### config.mk
export PLATFORM = sky130hd
export DESIGN_NAME = mips_mc_ctrl
export DESIGN_NICKNAME = d
export VERILOG_FILES = /design/src/rtl/mips_mc_ctrl.sv
export SDC_FILE = /design/constraint.sdc
export NUM_CORES = 1
export LEC_CHECK = 0
export ABC_AREA = 1
export CORE_MARGIN = 4
export CORE_UTILIZATION = 23
export DETAILED_ROUTE_END_ITERATION = 10
export PLACE_DENSITY_LB_ADDON = 0.3
export REMOVE_ABC_BUFFERS = 1
export SYNTH_ARGS = -nofsm -noshare
export SYNTH_HDL_FRONTEND = slang
export SYNTH_SLANG_ARGS = --single-unit
### constraint.sdc
create_clock -name clk -period 1.89 [get_ports clk]
set_clock_uncertainty 0.1 [all_clocks]
set_input_delay 0.378 -clock clk [delete_from_list [all_inputs] [get_ports clk]]
set_output_delay 0.378 -clock clk [all_outputs]
set_load 0.01 [all_outputs]
### src/rtl/mips_mc_ctrl.sv
// mips_mc_ctrl: multicycle MIPS main control FSM.
// Sequences each instruction through fetch, decode, execute, memory and
// writeback. It drives the ALU decoder with a 3-bit aluop and the
// multicycle datapath with its enables and selects.
//
// Ports:
//   clk        rising-edge clock
//   reset      asynchronous active-low reset (0 = in reset)
//   op         opcode field from the instruction register
//   mem_ready  memory finished the current read/write this cycle
//   aluop      000 add, 001 sub, 010 R-type, 011 and, 100 or, 101 slt
//   irwrite    load instruction register (FETCH, gated by mem_ready)
//   pcwrite    unconditional PC write (FETCH gated by mem_ready, JEX)
//   branch     PC write qualified by ALU zero
//   memwrite   data memory write request
//   regwrite   register file write
//   iord       0: address = PC, 1: address = ALUOut
//   memtoreg   writeback source: 1 = memory data, 0 = ALUOut
//   regdst     1 = rd, 0 = rt
//   alusrca    0: PC, 1: register A
//   alusrcb    00 B, 01 const 4, 10 sign-ext imm, 11 sign-ext imm << 2
//   pcsrc      00 ALU result, 01 ALUOut, 10 jump target
//   illegal_op pulse in DECODE when op is unsupported
//   dbg_state  current state encoding
module mips_mc_ctrl #(
  parameter int unsigned STATE_W = 4
) (
  input  logic               clk,
  input  logic               reset,
  input  logic [5:0]         op,
  input  logic               mem_ready,
  output logic [2:0]         aluop,
  output logic               irwrite,
  output logic               pcwrite,
  output logic               branch,
  output logic               memwrite,
  output logic               regwrite,
  output logic               iord,
  output logic               memtoreg,
  output logic               regdst,
  output logic               alusrca,
  output logic [1:0]         alusrcb,
  output logic [1:0]         pcsrc,
  output logic               illegal_op,
  output logic [STATE_W-1:0] dbg_state
);

  localparam int unsigned OP_W    = 6;
  localparam int unsigned ALUOP_W = 3;
  localparam int unsigned SEL_W   = 2;

  localparam logic [OP_W-1:0] OP_RTYPE = 6'b000000;
  localparam logic [OP_W-1:0] OP_J     = 6'b000010;
  localparam logic [OP_W-1:0] OP_BEQ   = 6'b000100;
  localparam logic [OP_W-1:0] OP_ADDI  = 6'b001000;
  localparam logic [OP_W-1:0] OP_SLTI  = 6'b001010;
  localparam logic [OP_W-1:0] OP_ANDI  = 6'b001100;
  localparam logic [OP_W-1:0] OP_ORI   = 6'b001101;
  localparam logic [OP_W-1:0] OP_LW    = 6'b100011;
  localparam logic [OP_W-1:0] OP_SW    = 6'b101011;

  localparam logic [ALUOP_W-1:0] ALU_ADD = 3'b000;
  localparam logic [ALUOP_W-1:0] ALU_SUB = 3'b001;
  localparam logic [ALUOP_W-1:0] ALU_RT  = 3'b010;
  localparam logic [ALUOP_W-1:0] ALU_AND = 3'b011;
  localparam logic [ALUOP_W-1:0] ALU_OR  = 3'b100;
  localparam logic [ALUOP_W-1:0] ALU_SLT = 3'b101;

  localparam logic [SEL_W-1:0] SRCB_B    = 2'b00;
  localparam logic [SEL_W-1:0] SRCB_4    = 2'b01;
  localparam logic [SEL_W-1:0] SRCB_IMM  = 2'b10;
  localparam logic [SEL_W-1:0] SRCB_IMM2 = 2'b11;

  localparam logic [SEL_W-1:0] PCSRC_ALU  = 2'b00;
  localparam logic [SEL_W-1:0] PCSRC_OUT  = 2'b01;
  localparam logic [SEL_W-1:0] PCSRC_JMP  = 2'b10;

  typedef enum logic [3:0] {
    FETCH   = 4'd0,
    DECODE  = 4'd1,
    MEMADR  = 4'd2,
    MEMRD   = 4'd3,
    MEMWB   = 4'd4,
    MEMWR   = 4'd5,
    RTYPEEX = 4'd6,
    RTYPEWB = 4'd7,
    BEQEX   = 4'd8,
    ADDIEX  = 4'd9,
    IMMWB   = 4'd10,
    JEX     = 4'd11,
    ANDIEX  = 4'd12,
    ORIEX   = 4'd13,
    SLTIEX  = 4'd14
  } state_e;

  state_e               state_q, state_d;

  logic [ALUOP_W-1:0]   aluop_q,    aluop_d;
  logic [SEL_W-1:0]     alusrcb_q,  alusrcb_d;
  logic [SEL_W-1:0]     pcsrc_q,    pcsrc_d;
  logic                 alusrca_q,  alusrca_d;
  logic                 iord_q,     iord_d;
  logic                 branch_q,   branch_d;
  logic                 memwrite_q, memwrite_d;
  logic                 regwrite_q, regwrite_d;
  logic                 memtoreg_q, memtoreg_d;
  logic                 regdst_q,   regdst_d;
  logic                 pcwrite_q,  pcwrite_d;

  logic                 op_legal_c;
  logic                 fetch_ld_c;

  // Opcodes the FSM knows how to sequence
  always_comb begin
    op_legal_c = 1'b0;
    case (op)
      OP_RTYPE, OP_J, OP_BEQ, OP_ADDI, OP_SLTI,
      OP_ANDI, OP_ORI, OP_LW, OP_SW: op_legal_c = 1'b1;
      default:                       op_legal_c = 1'b0;
    endcase
  end

  // Next-state logic
  always_comb begin
    state_d = FETCH;
    case (state_q)
      FETCH:   state_d = mem_ready ? DECODE : FETCH;
      DECODE: begin
        case (op)
          OP_LW, OP_SW: state_d = MEMADR;
          OP_RTYPE:     state_d = RTYPEEX;
          OP_BEQ:       state_d = BEQEX;
          OP_ADDI:      state_d = ADDIEX;
          OP_ANDI:      state_d = ANDIEX;
          OP_ORI:       state_d = ORIEX;
          OP_SLTI:      state_d = SLTIEX;
          OP_J:         state_d = JEX;
          default:      state_d = FETCH;
        endcase
      end
      // op comes from the instruction register, stable since FETCH
      MEMADR:  state_d = (op == OP_LW) ? MEMRD : MEMWR;
      MEMRD:   state_d = mem_ready ? MEMWB : MEMRD;
      MEMWB:   state_d = FETCH;
      MEMWR:   state_d = mem_ready ? FETCH : MEMWR;
      RTYPEEX: state_d = RTYPEWB;
      RTYPEWB: state_d = FETCH;
      BEQEX:   state_d = FETCH;
      ADDIEX,
      ANDIEX,
      ORIEX,
      SLTIEX:  state_d = IMMWB;
      IMMWB:   state_d = FETCH;
      JEX:     state_d = FETCH;
      default: state_d = FETCH;
    endcase
  end

  // Moore output decode of the upcoming state, captured alongside state_q
  always_comb begin
    aluop_d    = ALU_ADD;
    alusrcb_d  = SRCB_B;
    pcsrc_d    = PCSRC_ALU;
    alusrca_d  = 1'b0;
    iord_d     = 1'b0;
    branch_d   = 1'b0;
    memwrite_d = 1'b0;
    regwrite_d = 1'b0;
    memtoreg_d = 1'b0;
    regdst_d   = 1'b0;
    pcwrite_d  = 1'b0;
    case (state_d)
      FETCH: begin
        alusrcb_d = SRCB_4;
      end
      DECODE: begin
        alusrcb_d = SRCB_IMM2;
      end
      MEMADR: begin
        alusrca_d = 1'b1;
        alusrcb_d = SRCB_IMM;
      end
      MEMRD: begin
        iord_d = 1'b1;
      end
      MEMWB: begin
        memtoreg_d = 1'b1;
        regwrite_d = 1'b1;
      end
      MEMWR: begin
        iord_d     = 1'b1;
        memwrite_d = 1'b1;
      end
      RTYPEEX: begin
        alusrca_d = 1'b1;
        aluop_d   = ALU_RT;
      end
      RTYPEWB: begin
        regdst_d   = 1'b1;
        regwrite_d = 1'b1;
      end
      BEQEX: begin
        alusrca_d = 1'b1;
        aluop_d   = ALU_SUB;
        pcsrc_d   = PCSRC_OUT;
        branch_d  = 1'b1;
      end
      ADDIEX: begin
        alusrca_d = 1'b1;
        alusrcb_d = SRCB_IMM;
        aluop_d   = ALU_ADD;
      end
      ANDIEX: begin
        alusrca_d = 1'b1;
        alusrcb_d = SRCB_IMM;
        aluop_d   = ALU_AND;
      end
      ORIEX: begin
        alusrca_d = 1'b1;
        alusrcb_d = SRCB_IMM;
        aluop_d   = ALU_OR;
      end
      SLTIEX: begin
        alusrca_d = 1'b1;
        alusrcb_d = SRCB_IMM;
        aluop_d   = ALU_SLT;
      end
      IMMWB: begin
        regwrite_d = 1'b1;
      end
      JEX: begin
        pcsrc_d   = PCSRC_JMP;
        pcwrite_d = 1'b1;
      end
      default: begin
        aluop_d = ALU_ADD;
      end
    endcase
  end

  // State and registered outputs; reset values are the FETCH decode
  always_ff @(posedge clk or negedge reset) begin
    if (!reset) begin
      state_q    <= FETCH;
      aluop_q    <= ALU_ADD;
      alusrcb_q  <= SRCB_4;
      pcsrc_q    <= PCSRC_ALU;
      alusrca_q  <= 1'b0;
      iord_q     <= 1'b0;
      branch_q   <= 1'b0;
      memwrite_q <= 1'b0;
      regwrite_q <= 1'b0;
      memtoreg_q <= 1'b0;
      regdst_q   <= 1'b0;
      pcwrite_q  <= 1'b0;
    end else begin
      state_q    <= state_d;
      aluop_q    <= aluop_d;
      alusrcb_q  <= alusrcb_d;
      pcsrc_q    <= pcsrc_d;
      alusrca_q  <= alusrca_d;
      iord_q     <= iord_d;
      branch_q   <= branch_d;
      memwrite_q <= memwrite_d;
      regwrite_q <= regwrite_d;
      memtoreg_q <= memtoreg_d;
      regdst_q   <= regdst_d;
      pcwrite_q  <= pcwrite_d;
    end
  end

  // FETCH loads IR and advances PC only in the cycle memory delivers;
  // reset masks it so a ready memory cannot write during reset
  assign fetch_ld_c = reset & (state_q == FETCH) & mem_ready;

  assign irwrite    = fetch_ld_c;
  assign pcwrite    = pcwrite_q | fetch_ld_c;
  assign illegal_op = reset & (state_q == DECODE) & ~op_legal_c;

  assign aluop      = aluop_q;
  assign alusrcb    = alusrcb_q;
  assign pcsrc      = pcsrc_q;
  assign alusrca    = alusrca_q;
  assign iord       = iord_q;
  assign branch     = branch_q;
  assign memwrite   = memwrite_q;
  assign regwrite   = regwrite_q;
  assign memtoreg   = memtoreg_q;
  assign regdst     = regdst_q;
  assign dbg_state  = STATE_W'(state_q);

endmodule
Word-level counts from Yosys, hierarchy flattened
Index checks and enable logic that the tools add are counted.
{"block": "totals", "regBits": 19, "inputBits": 9}
{"block": "classes", "n_bitwise": 6, "n_eq_ne": 31, "n_mux": 18, "reduce_logical": 10}
{"operator": "$eq A4 B4 Y1 const B", "n": 11}
{"operator": "$pmux W4 S8", "n": 1}
{"operator": "$pmux W4 S7", "n": 1}
{"operator": "$eq A4 B3 Y1 const B", "n": 6}
{"operator": "$eq A6 B4 Y1 const B", "n": 4}
{"operator": "$eq A4 B2 Y1 const B", "n": 4}
{"operator": "$pmux W3 S5", "n": 1}
{"operator": "$eq A6 B6 Y1 const B", "n": 2}
{"operator": "$mux W1", "n": 10}
{"operator": "$mux W3", "n": 3}
{"operator": "$reduce_or A9 Y1", "n": 1}
{"operator": "$eq A4 B1 Y1 const B", "n": 2}
{"operator": "$logic_not A4 Y1", "n": 2}
{"operator": "$reduce_or A7 Y1", "n": 1}
{"operator": "$eq A6 B2 Y1 const B", "n": 1}
{"operator": "$eq A6 B3 Y1 const B", "n": 1}
{"operator": "$logic_not A6 Y1", "n": 1}
{"operator": "$pmux W2 S3", "n": 1}
{"operator": "$reduce_or A5 Y1", "n": 1}
{"operator": "$and A1 B1 Y1", "n": 4}
{"operator": "$pmux W2 S2", "n": 1}
{"operator": "$reduce_or A2 Y1", "n": 2}
{"operator": "$reduce_or A4 Y1", "n": 1}
{"operator": "$reduce_or A3 Y1", "n": 1}
{"operator": "2 further kinds", "n": 2}

Depth between registers and ports, before layout
{"block": "logic_depth", "word_depth": 7, "mapped_depth": 12, "ltp_nobuf": 12}

Least setup slack after synthesis
OpenSTA, ideal clock, no wires.
{"block": "synth_timing", "kind": "flip-flop to output port", "startpoint": "register state_q[3] (netlist: dbg_state[3])", "endpoint": "output port illegal_op", "stages_incl_launch_ff": 6, "arrival_time_ps": 1250, "slack_ps": 162, "required_ps": 1412, "cell_sequence": "dfrtp_1 > nor2_4 > inv_2 > nor3_4 > nand2_1 > nor3_1"}
{"block": "synth_via", "elab_chain_cells": 3}
{"item": "start, declared", "line": "96", "text": "state_e state_q, state_d;"}
{"item": "start signal, assigned", "line": "257", "text": "state_q <= state_d;"}
{"item": "$eq A4 B1 Y1", "line": "278", "text": "assign illegal_op = reset & (state_q == DECODE) & ~op_legal_c;"}
{"item": "$and A1 B1 Y1 (2 in a row)", "line": "278"}
{"item": "end, declared", "line": "44", "text": "output logic illegal_op,"}
No other way between the ends.

Worst setup path after layout
Ends and elaborated chain as after synthesis.

==> summary by stage <==
Outcome
The flow ran to the end, but the final reports show violations. The checks that failed: negative setup slack.

Yosys
The number of flops mapped to enable cells by yosys is 0. The most used flip-flop cell after synthesis is dfrtp_1. Counting flops with an async set or reset pin after synthesis yields a share of 100%.

In the synthesized netlist, the cells that appear most often are nor2_1 (25), nand3_1 (23), inv_1 (22), nand2_1 (19), dfrtp_1 (17). By area the synthesized netlist is led by dfrtp_1 (41%), nand3_1 (11%), nor2_1 (9.1%). After synthesis the netlist holds a flip-flop and latch count of 18. The sequential area share after synthesis is a little over two fifths. The synthesized netlist contains 20 unique library cells.

Summing every instance area after synthesis gives 0.00103 mm^2. The most instantiated library cell after synthesis is nor2_1. The instance count of the mapped netlist is about 140. The average instance in the mapped netlist occupies between 7 and 8 um^2. Summed over its instances, the top area cell type makes up between 40 and 50% of the synthesized netlist area.

Of all cell types, the one taking the most synthesized area is dfrtp_1. For this run, the number of Yosys warnings is 0.

Power
Summing internal, switching and leakage power gives 1.90 mW. The leakage power total is approximately 1.0 nW. The worst vdd rail ir drop is roughly 0.32 mV. The power per unit of standard cell area is between 1000 and 1500 mW/mm^2.

CTS
The maximum buffer depth of the clock tree is 2. The clock net in this run drives a total of 18 sinks. The CTS tree is done.

The hold buffer count at cts is 0. The later pin in the worst-skew pair is clocked with a latency of approximately 0.25 ns. CTS placed an instance of clkbuf_8 at the clock tree root. In this run the number of H-tree levels came out at 1. The clock-pin slew of the registers on the worst-case setup and hold paths is around 0.06 ns. The number of clock buffers added by TritonCTS is 3.

Critical path
The setup path with the least slack is of type flip-flop to output port. The startpoint type of the worst setup path is a flip-flop. The required time at the worst-slack endpoint is 1.41 ns.

Counting both buffers and inverters, the worst setup path holds a total of 3. Across all register-to-register paths, the minimum setup slack is 0.04 ns. The slowest stage of the critical path belongs to the cell dfrtp_1. The capturing point of the worst reg2reg path is alusrcb[1]$_DFF_PN0_.

The critical path data arrival time is between 1 and 1.5 ns. The number of cells traversed by the worst register-to-register path is 13. Traced cell by cell, the critical path runs through nor2_4, buf_6, inv_4, nor3_4, nand2_1, nor3_2, buf_2. STA classifies the critical path endpoint as an output port.

Of all nets on the critical path, the largest fanout is 2. The worst stage delay on the critical path is approximately 0.41 ns. The family of cells with the greatest summed delay on the critical path is simple AND/OR/NAND/NOR gates.

The launch instance of the worst register-to-register path is dbg_state[3]$_DFF_PN0_.

Placed design
Input and output buffers added on the ports amount to 29. Counting tap cells, the placed design contains a total of between 200 and 300 instances. Prior to clock tree synthesis, the placed netlist has a worst setup slack of -0.599 ns.

After detailed placement, the total cell area comes to ~0.0016 mm^2. The final weighted congestion of routability-driven global placement is between 0.7 and 0.8. Once detailed placement completed, the half-perimeter wirelength came to slightly above 2000 um.

Timing
Setup repair after global routing could not meet its margin everywhere. The minimum period implied by the final worst setup slack is 1.92 ns. The count of endpoints failing setup in the final report is 1.

The post-route fraction of the period consumed by the critical path is 102%. The final worst hold slack is about 0.23 ns. For the pin with the worst max-slew slack, the measured transition is approximately 0.23 ns.

Derived from the worst setup path, the maximum achievable clock frequency is 0.520 GHz. The aggregate negative setup slack is -0.0325 ns. The worst relative slew slack is 84.8%. The worst setup margin is -0.0325 ns. The final hold violation count is 0. The max-slew violation total from the final report is 0.

Detailed routing
The detail route stage leaves a number of antenna-violating nets equal to 0. For this block, the via count after detailed routing is 1106. After detailed routing, the number of vias per cell comes to 4.21.

The number of DRC markers after the initial detailed-route iteration is 56. Dividing the detail-routed wire length by the instance count gives between 10 and 15 um. The routed design has ~2800 um of wire.

The first-pass iteration count of the detailed router is 4. For this run, design rule violations remaining after detail routing come to 0.

Global route
Entering global routing, the biggest net connects 11 pins. For this run the aggregate overflow at the end of global routing stands at 0. The number of global-route vias before repair was ~1000.

The initial antenna violation count came to 0. The first global-routing pass estimated between 4000 and 5000 um of wire. The aggregate global-route resource usage is approximately a tenth.

Floorplanning
The effective utilization at floorplan is between 20% and 30%. From bottom edge to top edge, the die measures about 75 um. The number of placed I/O pins is 30. The total core area is ~0.0044 mm^2.

The area enclosed by the die boundary is approximately 0.0056 mm^2. The number of rows in the core area is 24. The width of the die is between 70 and 80 um.

Final layout
The final layout contains approximately 220 nets. The area of the multi-input gates is 601 um^2. Of the cells placed in the final design, the portion with a size suffix greater than 1 is a little over two fifths. The area of all sequential standard cells is 453 um^2. The repair_antennas step left the layout with diodes totalling 0. The finished cells cover around 0.0019 mm^2.

Excluding fillers, the count of instances in the completed layout stands at approximately 260. The synthesis-to-finish area growth is 80.7%. At the end of the flow the core is filled with cells to between 40 and 50%. Counting the fill cells in the layout gives 434.

Job
Across the run, the number of max-cap violations was 0.

Min path
In this run the worst hold path is classified as input pin to asynchronous set/reset pin.
==> worst max-delay path by stage <==
| stage | start | end | slack (ns) | cells after the start |
|---|---|---|---|---|
| after floorplan | dbg_state[3]$_DFF_PN0_ | illegal_op | 0.16 | 5 |
| after global placement | op[2] | illegal_op | -0.55 | 7 |
| after detailed placement | op[2] | illegal_op | -0.60 | 7 |
| after CTS | dbg_state[2]$_DFF_PN0_ | illegal_op | -0.1 | 7 |
| after global routing | dbg_state[3]$_DFF_PN0_ | illegal_op | -0.12 | 7 |
| final | dbg_state[3]$_DFF_PN0_ | illegal_op | -0.03 | 7 |
==> per-layer routing <==
layer	track usage, %	vias up	part of all wire [%]
met5	0	-	0
met4	3.56	0	0.90
met3	2.40	4	4.2
met2	15.8	23	50
met1	13.0	497	45
li1	-	582	-
==> registers in the layout, summed over array words and instances, names as in the netlist <==
register   count
dbg_state      4
pcwrite_q      1
regdst         1
alusrca        1
alusrcb        2
iord           1
memtoreg       1
memwrite       1
aluop          3
pcsrc          2
regwrite       1
==> power breakdown <==
| part | total (mW) | internal, mW | leakage [nW] | switching, mW |
|---|---|---|---|---|
| sequential | 0.491 | 0.452 | 0.242 | 0.0382 |
| clock | 0.303 | 0.185 | 0.0288 | 0.118 |
| combinational | 1.11 | 0.558 | 0.777 | 0.554 |
==> logic make-up after synthesis <==
logic type / after synthesis / synth area share (%)
flops: 18 / 43.8
buf+inv: 27 / 10.2
simple gates: 87 / 42.5
compound gates: 6 / 3.52
==> area by class of cell <==
cell class | instances | share of cell area (%)
tap | 52 | 3.49
clock buffer | 4 | 2.95
timing repair buffer | 70 | 31.2
multi-input combinational | 93 | 32.2
sequential | 18 | 24.3
inverter | 26 | 5.78
==> placed cells by master, fill, tap and decap left out, types with 2 or more instances in the layout <==
| cell type | instances |
|---|---|
| buf_4 | 40 |
| nand3_1 | 21 |
| inv_1 | 19 |
| nor2_1 | 19 |
| clkdlybuf4s50_1 | 17 |
| dfrtp_1 | 16 |
| nand2_1 | 13 |
| nand2_4 | 12 |
| dlygate4sd2_1 | 8 |
| nor2_2 | 7 |
| nor2_4 | 4 |
| inv_4 | 4 |
| nand2_2 | 4 |
| clkbuf_8 | 4 |
| inv_2 | 3 |
| o22ai_1 | 3 |
| nand3_2 | 2 |
| buf_2 | 2 |
==> timing repair <==
item                       in CTS  in global routing
gates resized for setup        23                 39
setup endpoints to repair      11                  9
setup buffers                   2                  6
pin swaps                       5                 19
No activity file was read; power rests on OpenSTA's default activity.
